File: config.mk
export PLATFORM = sky130hd
export DESIGN_NAME = rvl_stim_player
export DESIGN_NICKNAME = d
export VERILOG_FILES = /design/src/rtl/rvl_stim_pkg.sv /design/src/rtl/rvl_stim_ram.sv /design/src/rtl/rvl_stim_player.sv
export SDC_FILE = /design/constraint.sdc
export NUM_CORES = 1
export LEC_CHECK = 0
export CAP_MARGIN = 25
export CORE_MARGIN = 3
export CORE_UTILIZATION = 30
export CTS_BUF_LIST = sky130_fd_sc_hd__clkbuf_4
export DETAILED_ROUTE_END_ITERATION = 7
export HOLD_SLACK_MARGIN = 0.03
export PLACE_DENSITY = 0.57
export SYNTH_ARGS = -nofsm -noshare
export SYNTH_HDL_FRONTEND = slang
export SYNTH_HIERARCHICAL = 1
export SYNTH_SLANG_ARGS = --single-unit
File: constraint.sdc
create_clock -name clk -period 7.58 [get_ports clk]
set_input_delay 1.895 -clock clk [delete_from_list [all_inputs] [get_ports clk]]
set_output_delay 1.895 -clock clk [all_outputs]
set_load 0.01 [all_outputs]
File: src/rtl/rvl_stim_pkg.sv
`default_nettype none
// ============================================================================
// Module      : rvl_stim_pkg
// Description : Shared state encoding and timing constants for the stimulus
//               player.
// Revision    : 1.0 - initial release
// ============================================================================
package rvl_stim_pkg;

    localparam logic [1:0] S_IDLE  = 2'd0;
    localparam logic [1:0] S_ARMED = 2'd1;
    localparam logic [1:0] S_PRIME = 2'd2;
    localparam logic [1:0] S_PLAY  = 2'd3;

    // Cycles from a sampled start to sample 0 on stim_dout (no trigger wait).
    localparam int unsigned START_LAT = 2;

endpackage : rvl_stim_pkg
`default_nettype wire

File: src/rtl/rvl_stim_ram.sv
`default_nettype none
// ============================================================================
// Module      : rvl_stim_ram
// Description : DEPTH x WIDTH simple dual-port pattern table, synchronous
//               read with one cycle of latency and a held read register.
// Revision    : 1.0 - initial release
// ============================================================================
module rvl_stim_ram #(
    parameter int WIDTH = 8,
    parameter int DEPTH = 16,
    parameter int AW    = $clog2(DEPTH)
) (
    input  logic             clk,
    input  logic             reset_n,
    input  logic             wr_en_i,
    input  logic [AW-1:0]    wr_addr_i,
    input  logic [WIDTH-1:0] wr_data_i,
    input  logic             rd_en_i,
    input  logic [AW-1:0]    rd_addr_i,
    output logic [WIDTH-1:0] rd_data_o
);

    logic [WIDTH-1:0] mem_q [DEPTH];
    logic [WIDTH-1:0] rd_data_q;

    always_ff @(posedge clk) begin
        if (wr_en_i) begin
            mem_q[wr_addr_i] <= wr_data_i;
        end
    end

    // The read register only moves on rd_en so it can double as the held output.
    always_ff @(posedge clk or negedge reset_n) begin
        if (!reset_n) begin
            rd_data_q <= '0;
        end else if (rd_en_i) begin
            rd_data_q <= mem_q[rd_addr_i];
        end
    end

    assign rd_data_o = rd_data_q;

endmodule : rvl_stim_ram
`default_nettype wire

File: src/rtl/rvl_stim_player.sv
`default_nettype none
// ============================================================================
// Module      : rvl_stim_player
// Description : JTAG-loaded stimulus player; replays a pattern table onto the
//               nets under test, one-shot or looped, with a per-sample hold.
//               Optional start-trigger qualifier: define RVL_STIM_TRIG_EN.
// Revision    : 1.0 - initial release
// ============================================================================
module rvl_stim_player
    import rvl_stim_pkg::*;
#(
    parameter int WIDTH  = 8,
    parameter int DEPTH  = 16,
    parameter int AW     = $clog2(DEPTH),
    parameter int HOLD_W = 8
) (
    input  logic              clk,
    input  logic              reset_n,
    input  logic              host_wr,
    input  logic [AW-1:0]     host_addr,
    input  logic [WIDTH-1:0]  host_wdata,
    output logic              host_wr_err,
    input  logic              ctrl_start,
    input  logic              ctrl_stop,
    input  logic              ctrl_loop,
    input  logic [AW-1:0]     ctrl_last,
    input  logic [HOLD_W-1:0] ctrl_hold,
    input  logic              trigger_in,
    output logic [WIDTH-1:0]  stim_dout,
    output logic              stim_valid,
    output logic              busy,
    output logic              done
);

    logic [1:0]        state_q, state_d;
    logic [AW-1:0]     idx_q, idx_d;
    logic [AW-1:0]     last_q, last_d;
    logic [HOLD_W-1:0] cnt_q, cnt_d;
    logic [HOLD_W-1:0] hold_q, hold_d;
    logic              loop_q, loop_d;
    logic              done_q, done_d;
    logic              wr_err_q;

    logic              ram_we;
    logic              rd_en;
    logic [AW-1:0]     rd_addr;
    logic              last_hold;

    assign ram_we    = host_wr && (state_q == S_IDLE);
    assign last_hold = (cnt_q == hold_q);

`ifndef RVL_STIM_TRIG_EN
    logic unused_trigger;
    assign unused_trigger = trigger_in;
`endif

    always_comb begin
        state_d = state_q;
        idx_d   = idx_q;
        cnt_d   = cnt_q;
        last_d  = last_q;
        hold_d  = hold_q;
        loop_d  = loop_q;
        done_d  = 1'b0;
        rd_en   = 1'b0;
        rd_addr = '0;

        if (ctrl_stop && (state_q != S_IDLE)) begin
            state_d = S_IDLE;
        end else begin
            case (state_q)
                S_IDLE: begin
                    if (ctrl_start && !ctrl_stop) begin
                        loop_d  = ctrl_loop;
                        last_d  = ctrl_last;
                        hold_d  = ctrl_hold;
`ifdef RVL_STIM_TRIG_EN
                        state_d = S_ARMED;
`else
                        state_d = S_PRIME;
`endif
                    end
                end
                S_ARMED: begin
`ifdef RVL_STIM_TRIG_EN
                    if (trigger_in) begin
                        state_d = S_PRIME;
                    end
`else
                    state_d = S_PRIME;
`endif
                end
                S_PRIME: begin
                    rd_en   = 1'b1;
                    rd_addr = '0;
                    idx_d   = '0;
                    cnt_d   = '0;
                    state_d = S_PLAY;
                end
                S_PLAY: begin
                    // The next read is issued on the final hold cycle so samples abut.
                    if (!last_hold) begin
                        cnt_d = cnt_q + 1'b1;
                    end else if (idx_q != last_q) begin
                        rd_en   = 1'b1;
                        rd_addr = idx_q + 1'b1;
                        idx_d   = idx_q + 1'b1;
                        cnt_d   = '0;
                    end else if (loop_q) begin
                        rd_en   = 1'b1;
                        rd_addr = '0;
                        idx_d   = '0;
                        cnt_d   = '0;
                    end else begin
                        state_d = S_IDLE;
                        done_d  = 1'b1;
                    end
                end
                default: begin
                    state_d = S_IDLE;
                end
            endcase
        end
    end

    always_ff @(posedge clk or negedge reset_n) begin
        if (!reset_n) begin
            state_q  <= S_IDLE;
            idx_q    <= '0;
            cnt_q    <= '0;
            last_q   <= '0;
            hold_q   <= '0;
            loop_q   <= 1'b0;
            done_q   <= 1'b0;
            wr_err_q <= 1'b0;
        end else begin
            state_q  <= state_d;
            idx_q    <= idx_d;
            cnt_q    <= cnt_d;
            last_q   <= last_d;
            hold_q   <= hold_d;
            loop_q   <= loop_d;
            done_q   <= done_d;
            wr_err_q <= host_wr && (state_q != S_IDLE);
        end
    end

    rvl_stim_ram #(
        .WIDTH (WIDTH),
        .DEPTH (DEPTH),
        .AW    (AW)
    ) u_ram (
        .clk       (clk),
        .reset_n   (reset_n),
        .wr_en_i   (ram_we),
        .wr_addr_i (host_addr),
        .wr_data_i (host_wdata),
        .rd_en_i   (rd_en),
        .rd_addr_i (rd_addr),
        .rd_data_o (stim_dout)
    );

    assign stim_valid  = (state_q == S_PLAY);
    assign busy        = (state_q != S_IDLE);
    assign done        = done_q;
    assign host_wr_err = wr_err_q;

endmodule : rvl_stim_player
`default_nettype wire

* Word level (Yosys, flattened, before mapping)
Memories as Yosys holds them, arrays and structs flattened. A register that Yosys moved wholly into a read port is not among the register bits. Cells that the tools add are included.
Word-level totals: register bits 29, bits in writable memories 128, memories kept 1, output and inout bits 12, word-level logic and storage cells 67
Memory list:
- u_ram.mem_q | words 16, width 8, rd ports 1, clocked after memory_dff 1, write ports 1, line rvl_stim_ram.sv:23 | logic [WIDTH-1:0] mem_q [DEPTH];
Cells by class: reductions and logical operators 13, add/sub/neg operators 2, bitwise logic cells 1, equal/unequal tests 12, muxes and demuxes 30
Operators by type and width (count):
- 4-bit two-way mux | 7
- 8-bit two-way mux | 3
- 8-bit one-hot mux with 2 select lines | 1
- 1-bit two-way mux | 11
- 2-bit two-way mux | 5
- 3-bit by 1-bit inequality test with 1-bit output, second input constant | 3
- 8-bit by 1-bit adder with 8-bit output, second input constant | 1
- 8-bit == test | 1
- 2-bit one-hot mux with 4 select lines | 1
- 4-bit one-hot mux with 2 select lines | 1
- 4-bit AND reduction | 2
- 3-bit AND reduction | 2
- 4-bit by 1-bit adder with 4-bit output, second input constant | 1
- 2-bit == test, second input constant | 2
- 1-bit logical AND | 4
- 4-bit by 3-bit inequality test with 1-bit output, second input constant | 1
- 4-bit inequality test | 1
- 2-bit nonzero test | 2
- 3-bit by 2-bit inequality test with 1-bit output, second input constant | 1
- 3-bit inequality test, second input constant | 1
- 2-bit by 1-bit == test with 1-bit output, second input constant | 1
- 1-bit zero test | 2
- 2-bit zero test | 1
- 2-bit by 1-bit inequality test with 1-bit output, second input constant | 1
- other kinds (2) | 2

* Depth between registers and ports, before layout
Gate-level depths: netlist (run 1).
depth after elaboration 5, depth in mapped cells 10

* Modules after synthesis
Netlist (run 1), hierarchy kept.
By module, submodules not included:
- rvl_stim_ram | area an instance 5331.4 sq um, times used 1, sequential area each 4043.9 sq um, cells each 240
- rvl_stim_player | area an instance 1514.0 sq um, times used 1, sequential area each 725.7 sq um, cells each 142

* Least setup slack after synthesis (run 1)
No wires, ideal clock.
kind input to register, start input port ctrl_stop, end register u_ram.rd_data_q[4] (netlist: u_ram/rd_data_o[4]) (read register of u_ram.mem_q), required time 7433 ps, path slack 3883 ps, arrival time 3550 ps, cell stages on the path 7, cells stage by stage clkbuf_1 > nor4_1 > buf_6 > buf_6 > mux4_2 > o22ai_1 > a221oi_2
Between the ends: word-level cells in the longest chain between the ends 2
Ends and longest elaborated chain:
- from (decl) | line rvl_stim_player.sv:24 | input logic ctrl_stop,
- 1-bit logical AND | line rvl_stim_player.sv:68 | if (ctrl_stop && (state_q != S_IDLE)) begin
- 4-bit two-way mux | line rvl_stim_player.sv:68
- named net rd_addr[0] | line rvl_stim_player.sv:46 | logic [AW-1:0] rd_addr;
- to (decl) | line rvl_stim_ram.sv:24 | logic [WIDTH-1:0] rd_data_q;
The timed path passes the listed nets, and every way through them passes these cells. A chain may end at the register's enable or synchronous reset.

* Final worst setup path (run 1)
start input port ctrl_stop, end register u_ram.rd_data_q[3] (netlist: u_ram/rd_data_o[3]) (read register of u_ram.mem_q)
Between the ends: word-level cells in the longest chain between the ends 2
Ends and longest elaborated chain:
- 1-bit logical AND | line rvl_stim_player.sv:68
- 1-bit two-way mux | line rvl_stim_player.sv:68
- named net rd_en | line rvl_stim_player.sv:45 | logic rd_en;
The timed path passes the listed nets, and every way through them passes these cells.

==> results of run 1 <==
-- cell type report --
| type | instances | share of cell area [%] |
|---|---|---|
| clock inverters | 15 | 2.64 |
| diodes | 1 | 0.0318 |
| flip-flops and latches | 165 | 60.6 |
| well taps | 280 | 4.45 |
| clock buffers | 17 | 1.62 |
| inverters | 13 | 0.620 |
| repair buffers | 48 | 5.82 |
| multi-input cells | 187 | 24.2 |
-- report_power, final --
part	internal, mW	switching [mW]
clock network	0.219	0.352
logic	0.0698	0.0700
registers	1.01	0.0259
-- metal layers --
layer | GRT usage, % | up-vias | share of wire, %
li1 | - | 1616 | -
met1 | 16.2 | 1798 | 45
met2 | 18.0 | 90 | 47
met3 | 3.05 | 9 | 6.8
met4 | 3.10 | 2 | 0.71
met5 | 0 | - | 0.066
-- worst reg2reg max path, cell delays in order (launching register included) --
cell and delay, ns:
dfrtp_1 0.47, xor2_1 0.19, nor4_4 0.35, nand2_2 0.22, nor4_2 0.32, buf_4 0.51, mux4_1 0.66, mux2i_1 0.26
a221oi_2 0.11
-- flip-flops by register name, summed over array words and instances, names as in the netlist --
register and count:
u_ram/mem_q 128, hold_q 8, cnt_q 8, host_wr_err 1, last_q 4, u_ram/rd_data_o 8, idx_q 4, done 1
state_q 2, loop_q 1
-- stage by stage --
stage               hold slack, ns  cells  instance area, um2  setup slack, ns  utilization [%]
floorplan                    0.501    382                6850             3.88                -
global placement             0.528    693                7530             2.96             34.1
detailed placement           0.524    693                7530             2.90             34.1
CTS                          0.566    725                7870             3.52             35.6
global route                 0.584    725                7870             3.37             35.6
finish                       0.559    726                7870             3.47             35.6
-- path summary, 6_finish.rpt --
kind	start	endpoint	slack (ns)	depth (start not counted)
max in group asynchronous	reset_n	u_ram/rd_data_o[1]	5.59	1
setup / recovery	ctrl_stop	u_ram/rd_data_o[3]	3.47	6
hold reg to reg	last_q[2]	last_q[2]	0.56	1
hold / removal	last_q[2]	last_q[2]	0.56	1
min in group asynchronous	reset_n	last_q[3]	1.45	1
setup reg to reg	cnt_q[5]	u_ram/rd_data_o[7]	4.38	8
-- cells by family (layout without fill, tap and decap cells) --
logic type / after synthesis / in the layout / share of synthesized area, %
adder cells (fa/ha/maj): 2 / 2 / 0.366
other: 0 / 1 / 0
AO/OA/AOI/OAI: 37 / 37 / 4.50
flip-flops: 165 / 165 / 69.7
AND/OR/NAND/NOR: 80 / 80 / 6.51
XOR/XNOR: 14 / 14 / 1.79
multiplexers: 54 / 54 / 14.4
buffers and inverters: 30 / 93 / 2.78
-- Yosys cell counts (all sizes together) --
library cell	n	share of area, %
nand3	6	0.44
nand3b	2	0.22
nand4	2	0.18
xnor2	6	0.77
a21oi	1	0.073
mux2	14	2.4
nor2b	1	0.091
inv	13	0.71
and2	2	0.18
nor3	6	0.44
nor4b	1	0.13
nor4	9	1.3
o22ai	9	0.91
a221oi	8	1.8
or2	2	0.18
o21ai	10	0.73
clkbuf	2	0.11
mux2i	8	1.2
nand2	9	0.53
o22a	2	0.26
nor3b	2	0.29
dfrtp	37	14
xor2	8	1.0
a31oi	1	0.091
edfxtp	128	56
and3	7	0.64
ha	2	0.37
a211o	1	0.13
or3b	1	0.13
buf	15	2.0
nand2b	4	0.37
mux4	32	11
o211ai	4	0.44
nor2	26	1.4
a21o	1	0.11
==> impl_metrics.json, run 1 <==
{
  "core.rowCount": 54,
  "drc": 0,
  "ys.warnings.count": 6,
  "drtPass1Iterations": 4,
  "path_clk_slew_ns": 0.15,
  "fin_tns_setup_ns": 0,
  "peakVddDrop_v": 0.000119,
  "finClkSkew_ns": 0.0156,
  "status": "finished, final reports clean",
  "fin_crit_ns": 4.11,
  "grt_pass1_wl_um": 21500,
  "drtAntennaViolNets": 0,
  "final_common_cell": "edfxtp_1",
  "h-tree-depth": 4,
  "fmax_ghz": 0.243,
  "path_max_fanout": 17,
  "post_cts_resized": 0,
  "cpPeakStageDelay_ns": 0.64,
  "powerDensity_mw_per_mm2": 222,
  "clk_latency_ns": 0.53,
  "clock_tree.buffer_depth": 2,
  "slew_headroom_pct": 35.0,
  "fin_crit_sh_pct": 54.2,
  "worst_ep_arrival_time_ns": 4.50,
  "path_delay_family": "buffers and inverters",
  "setup_viol": 0,
  "vias_per_cell": 4.84,
  "wl_per_cell_um": 18.7,
  "final_cell_mix": "edfxtp_1, clkdlybuf4s50_1, dfrtp_1",
  "coreArea_mm2": 0.0221,
  "numCtsBuffers": 17,
  "syn_avg_cell_area_um2": 17.9,
  "synth_fp_nets": 415,
  "holdCritPathClass": "flop to flop",
  "gr-total-overflow": 0,
  "grt_pass1_vias": 3744,
  "drv_cap": 0,
  "cts_tree": "done",
  "seqCellArea_mm2": 0.00477,
  "yosysSeqAreaShare_pct": 69.7,
  "grt_max_degree": 38,
  "fillCellCount": 2046,
  "drt_iter0_markers": 213,
  "tightest_slew_ns": 0.971,
  "slew_viol_final": 0,
  "synth-seq-cells": 165,
  "numPortBuffers": 41,
  "worstSetupPathType": "input pin to flop",
  "slowest_stage": "clkdlybuf4s50_1",
  "routed_wl_um": 13600,
  "root_buffer": "clkbuf_4",
  "p_leak_nw": 2.59,
  "place.gp.congestion": 0.758,
  "worst-path-buf-inv": 2,
  "ys_types": 46,
  "start_util_pct": 31.0,
  "io_pins": 43,
  "drive_gt1_share_pct": 22.0,
  "syn_area_mm2": 0.00685,
  "post-cts-setup-buffer-count": 0,
  "clock_sinks": 165,
  "hold_viol_final": 0,
  "hpwl_um": 8980,
  "multi_input_area_mm2": 0.00190,
  "ctsHoldBuffers": 0,
  "crit_path_end_kind": "flop",
  "nNetsFinal": 465,
  "critical_path.cell_chain": "clkdlybuf4s50_1 > nand2b_1 > a211o_1 > inv_1 > and2_1 > a221oi_2",
  "power.total_mw": 1.75,
  "grt_antenna_before_repair": 1,
  "grt_usage_pct": 11.6,
  "synthCells": 382,
  "areaGrowthSynthToFinish_pct": 15.0,
  "vias": 3515,
  "cp_data_required_time_ns": 7.98,
  "die_y_um": 157,
  "start_kind": "input pin",
  "fp.dieArea_mm2": 0.0247,
  "fp.dieW_um": 157,
  "rsz0062_at_grt": "false"
}
No activity file was read; power rests on OpenSTA's default activity.
==> inputs of run 2 (changes only) <==
- clock period: 7.58 -> 3.8 ns (I/O delays scaled with it)
==> run 2 against run 1 <==
Against the previous run:
- clock power rose by 86%
- setup slack got worse by 2.7 ns
- sequential power rose by 99%
- sequential share of layout area fell by 0.79 points
- worst hold slack got worse by 0.053 ns
- register-to-register slack got worse by 3.7 ns
- die area did not move
- largest power group unchanged
==> impl_metrics.json, run 2 (synthesis gave the netlist of run 1 again) <==
{
  "status": "finished, final reports clean",
  "placed_area_mm2": 0.00767,
  "start_kind": "flop",
  "grt_antenna_before_repair": 0,
  "combPwrFrac_pct": 8.2,
  "slew_viol_final": 0,
  "fp.dieW_um": 157,
  "clock_tree.buffer_depth": 2,
  "critical_path.cell_chain": "xor2_1 > nor4_4 > nand2_2 > nor4_2 > buf_12 > mux4_1 > mux2i_1 > a221oi_2",
  "root_buffer": "clkbuf_4",
  "slew_headroom_pct": 43.0,
  "gr-total-overflow": 0,
  "setup_viol": 0,
  "fin_area_mm2": 0.00797,
  "numCtsBuffers": 17,
  "r2r_start": "cnt_q[5]",
  "powerDensity_mw_per_mm2": 427,
  "cts_tree": "done",
  "core.rowCount": 54,
  "clk_latency_ns": 0.54,
  "grt_pass1_wl_um": 21300,
  "coreArea_mm2": 0.0221,
  "holdCritPathClass": "input pin to async pin",
  "post-cts-setup-buffer-count": 0,
  "drt_iter0_markers": 225,
  "seqPwrFrac_pct": 60.7,
  "power.share.clock_pct": 31.1,
  "worst_ep_arrival_time_ns": 3.49,
  "drtAntennaViolNets": 0,
  "fp.dieArea_mm2": 0.0247,
  "cpPeakStageDelay_ns": 0.63,
  "vias_per_cell": 4.87,
  "hpwl_um": 8940,
  "clock_sinks": 165,
  "drc": 0,
  "tightest_slew_ns": 0.856,
  "drtPass1Iterations": 6,
  "post_cts_resized": 0,
  "place.gp.congestion": 0.746,
  "io_pins": 43,
  "fin_crit_sh_pct": 81.0,
  "largest_reg_flops": 128,
  "peakVddDrop_v": 0.000201,
  "areaGrowthSynthToFinish_pct": 16.5,
  "path_max_fanout": 32,
  "final_cell_mix": "edfxtp_1, clkdlybuf4s50_1, dfrtp_1",
  "h-tree-depth": 4,
  "fillCellCount": 2023,
  "slowest_stage": "mux4_1",
  "p_int_mw": 2.58,
  "p_switching_mw": 0.829,
  "path_clk_slew_ns": 0.14,
  "hold_ws_ns": 0.507,
  "die_y_um": 157,
  "hold_viol_final": 0,
  "crit_path_end_kind": "flop",
  "vias": 3599,
  "drive_gt1_share_pct": 24.4,
  "grt_max_degree": 38,
  "start_util_pct": 31.0,
  "r2r_cells": 8,
  "rsz0062_at_grt": "false",
  "numPortBuffers": 41,
  "antenna_cells": 0,
  "fmax_ghz": 0.325,
  "p_leak_nw": 2.66,
  "crit_start": "cnt_q[5]",
  "worstSetupPathType": "flop to flop",
  "r2r_setup_slack_ns": 0.72,
  "fin_crit_ns": 3.08,
  "placed_cells": 707,
  "finClkSkew_ns": 0.0206,
  "max_flop_register": "u_ram/mem_q",
  "cp_data_required_time_ns": 4.21,
  "wl_per_cell_um": 18.4,
  "grt_pass1_vias": 3713,
  "nNetsFinal": 479,
  "final_common_cell": "edfxtp_1",
  "routed_wl_um": 13600,
  "ctsHoldBuffers": 0,
  "drv_cap": 0,
  "r2r_end": "u_ram/rd_data_o[7]",
  "setup.worst_path.end": "u_ram/rd_data_o[7]",
  "fin_tns_setup_ns": 0,
  "grt_usage_pct": 11.6,
  "instances_no_fill": 739,
  "swShare_pct": 24.4
}
run 2: changes by cell type in the layout (fill, tap and decap cells not counted), sizes merged:
cell / previous run / this run
diode: 1 / 0
clkbuf: 17 / 18
buf: 8 / 22
inv: 21 / 20
run 2: final cells by class:
| class | instances | area, um2 | area share [%] |
|---|---|---|---|
| flip-flops and latches | 165 | 4770 | 59.8 |
| clock buffers | 18 | 135 | 1.69 |
| multi-input cells | 187 | 1900 | 23.9 |
| well taps | 280 | 350 | 4.39 |
| inverters | 13 | 48.8 | 0.612 |
| repair buffers | 62 | 601 | 7.53 |
| clock inverters | 14 | 164 | 2.06 |
run 2: power by group through the flow:
stage	Combinational, mW	Sequential, mW	Clock, mW
finish	0.280	2.07	1.06
global route	0.306	2.08	1.18
CTS	0.286	2.07	1.10
detailed placement	0.284	2.11	0
global placement	0.277	2.10	0
floorplan	0.144	2.10	0
run 2: how the worst min path moves through the flow:
stage | from | to | slack, ns
2_1_floorplan | hold_q[0] | hold_q[0] | 0.50
3_3_place_gp | hold_q[1] | hold_q[1] | 0.53
3_5_place_dp | hold_q[1] | hold_q[1] | 0.52
4_1_cts | reset_n | u_ram/rd_data_o[5] | 0.50
5_1_grt | reset_n | u_ram/rd_data_o[1] | 0.51
6_report | reset_n | u_ram/rd_data_o[3] | 0.51
run 2: layer usage:
layer / wire [um] / share of wire, % / GRT usage [%] / vias up
met1: 6380 / 47 / 16.5 / 1844
met3: 760 / 5.6 / 3.38 / 9
met4: 110 / 0.81 / 2.48 / 0
li1: - / - / - / 1651
met5: 0 / 0 / 0 / -
met2: 6340 / 47 / 18.0 / 95
run 2: worst max-delay path, delay by kind of cell (launching register included):
family,cells,cell delay [ns]
AO/OA/AOI/OAI,1,0.10
XOR/XNOR,1,0.20
buffers and inverters,1,0.29
flip-flops,1,0.48
multiplexers,2,0.87
AND/OR/NAND/NOR,3,1.01
run 2: metrics by stage:
stage / setup slack [ns] / utilization (%) / total power, mW
after floorplan: 1.05 / - / 2.24
after global placement: 0.300 / 34.7 / 2.38
after detailed placement: 0.311 / 34.7 / 2.39
after CTS: 0.693 / 36.1 / 3.45
after global routing: 0.530 / 36.1 / 3.57
final: 0.724 / 36.1 / 3.40
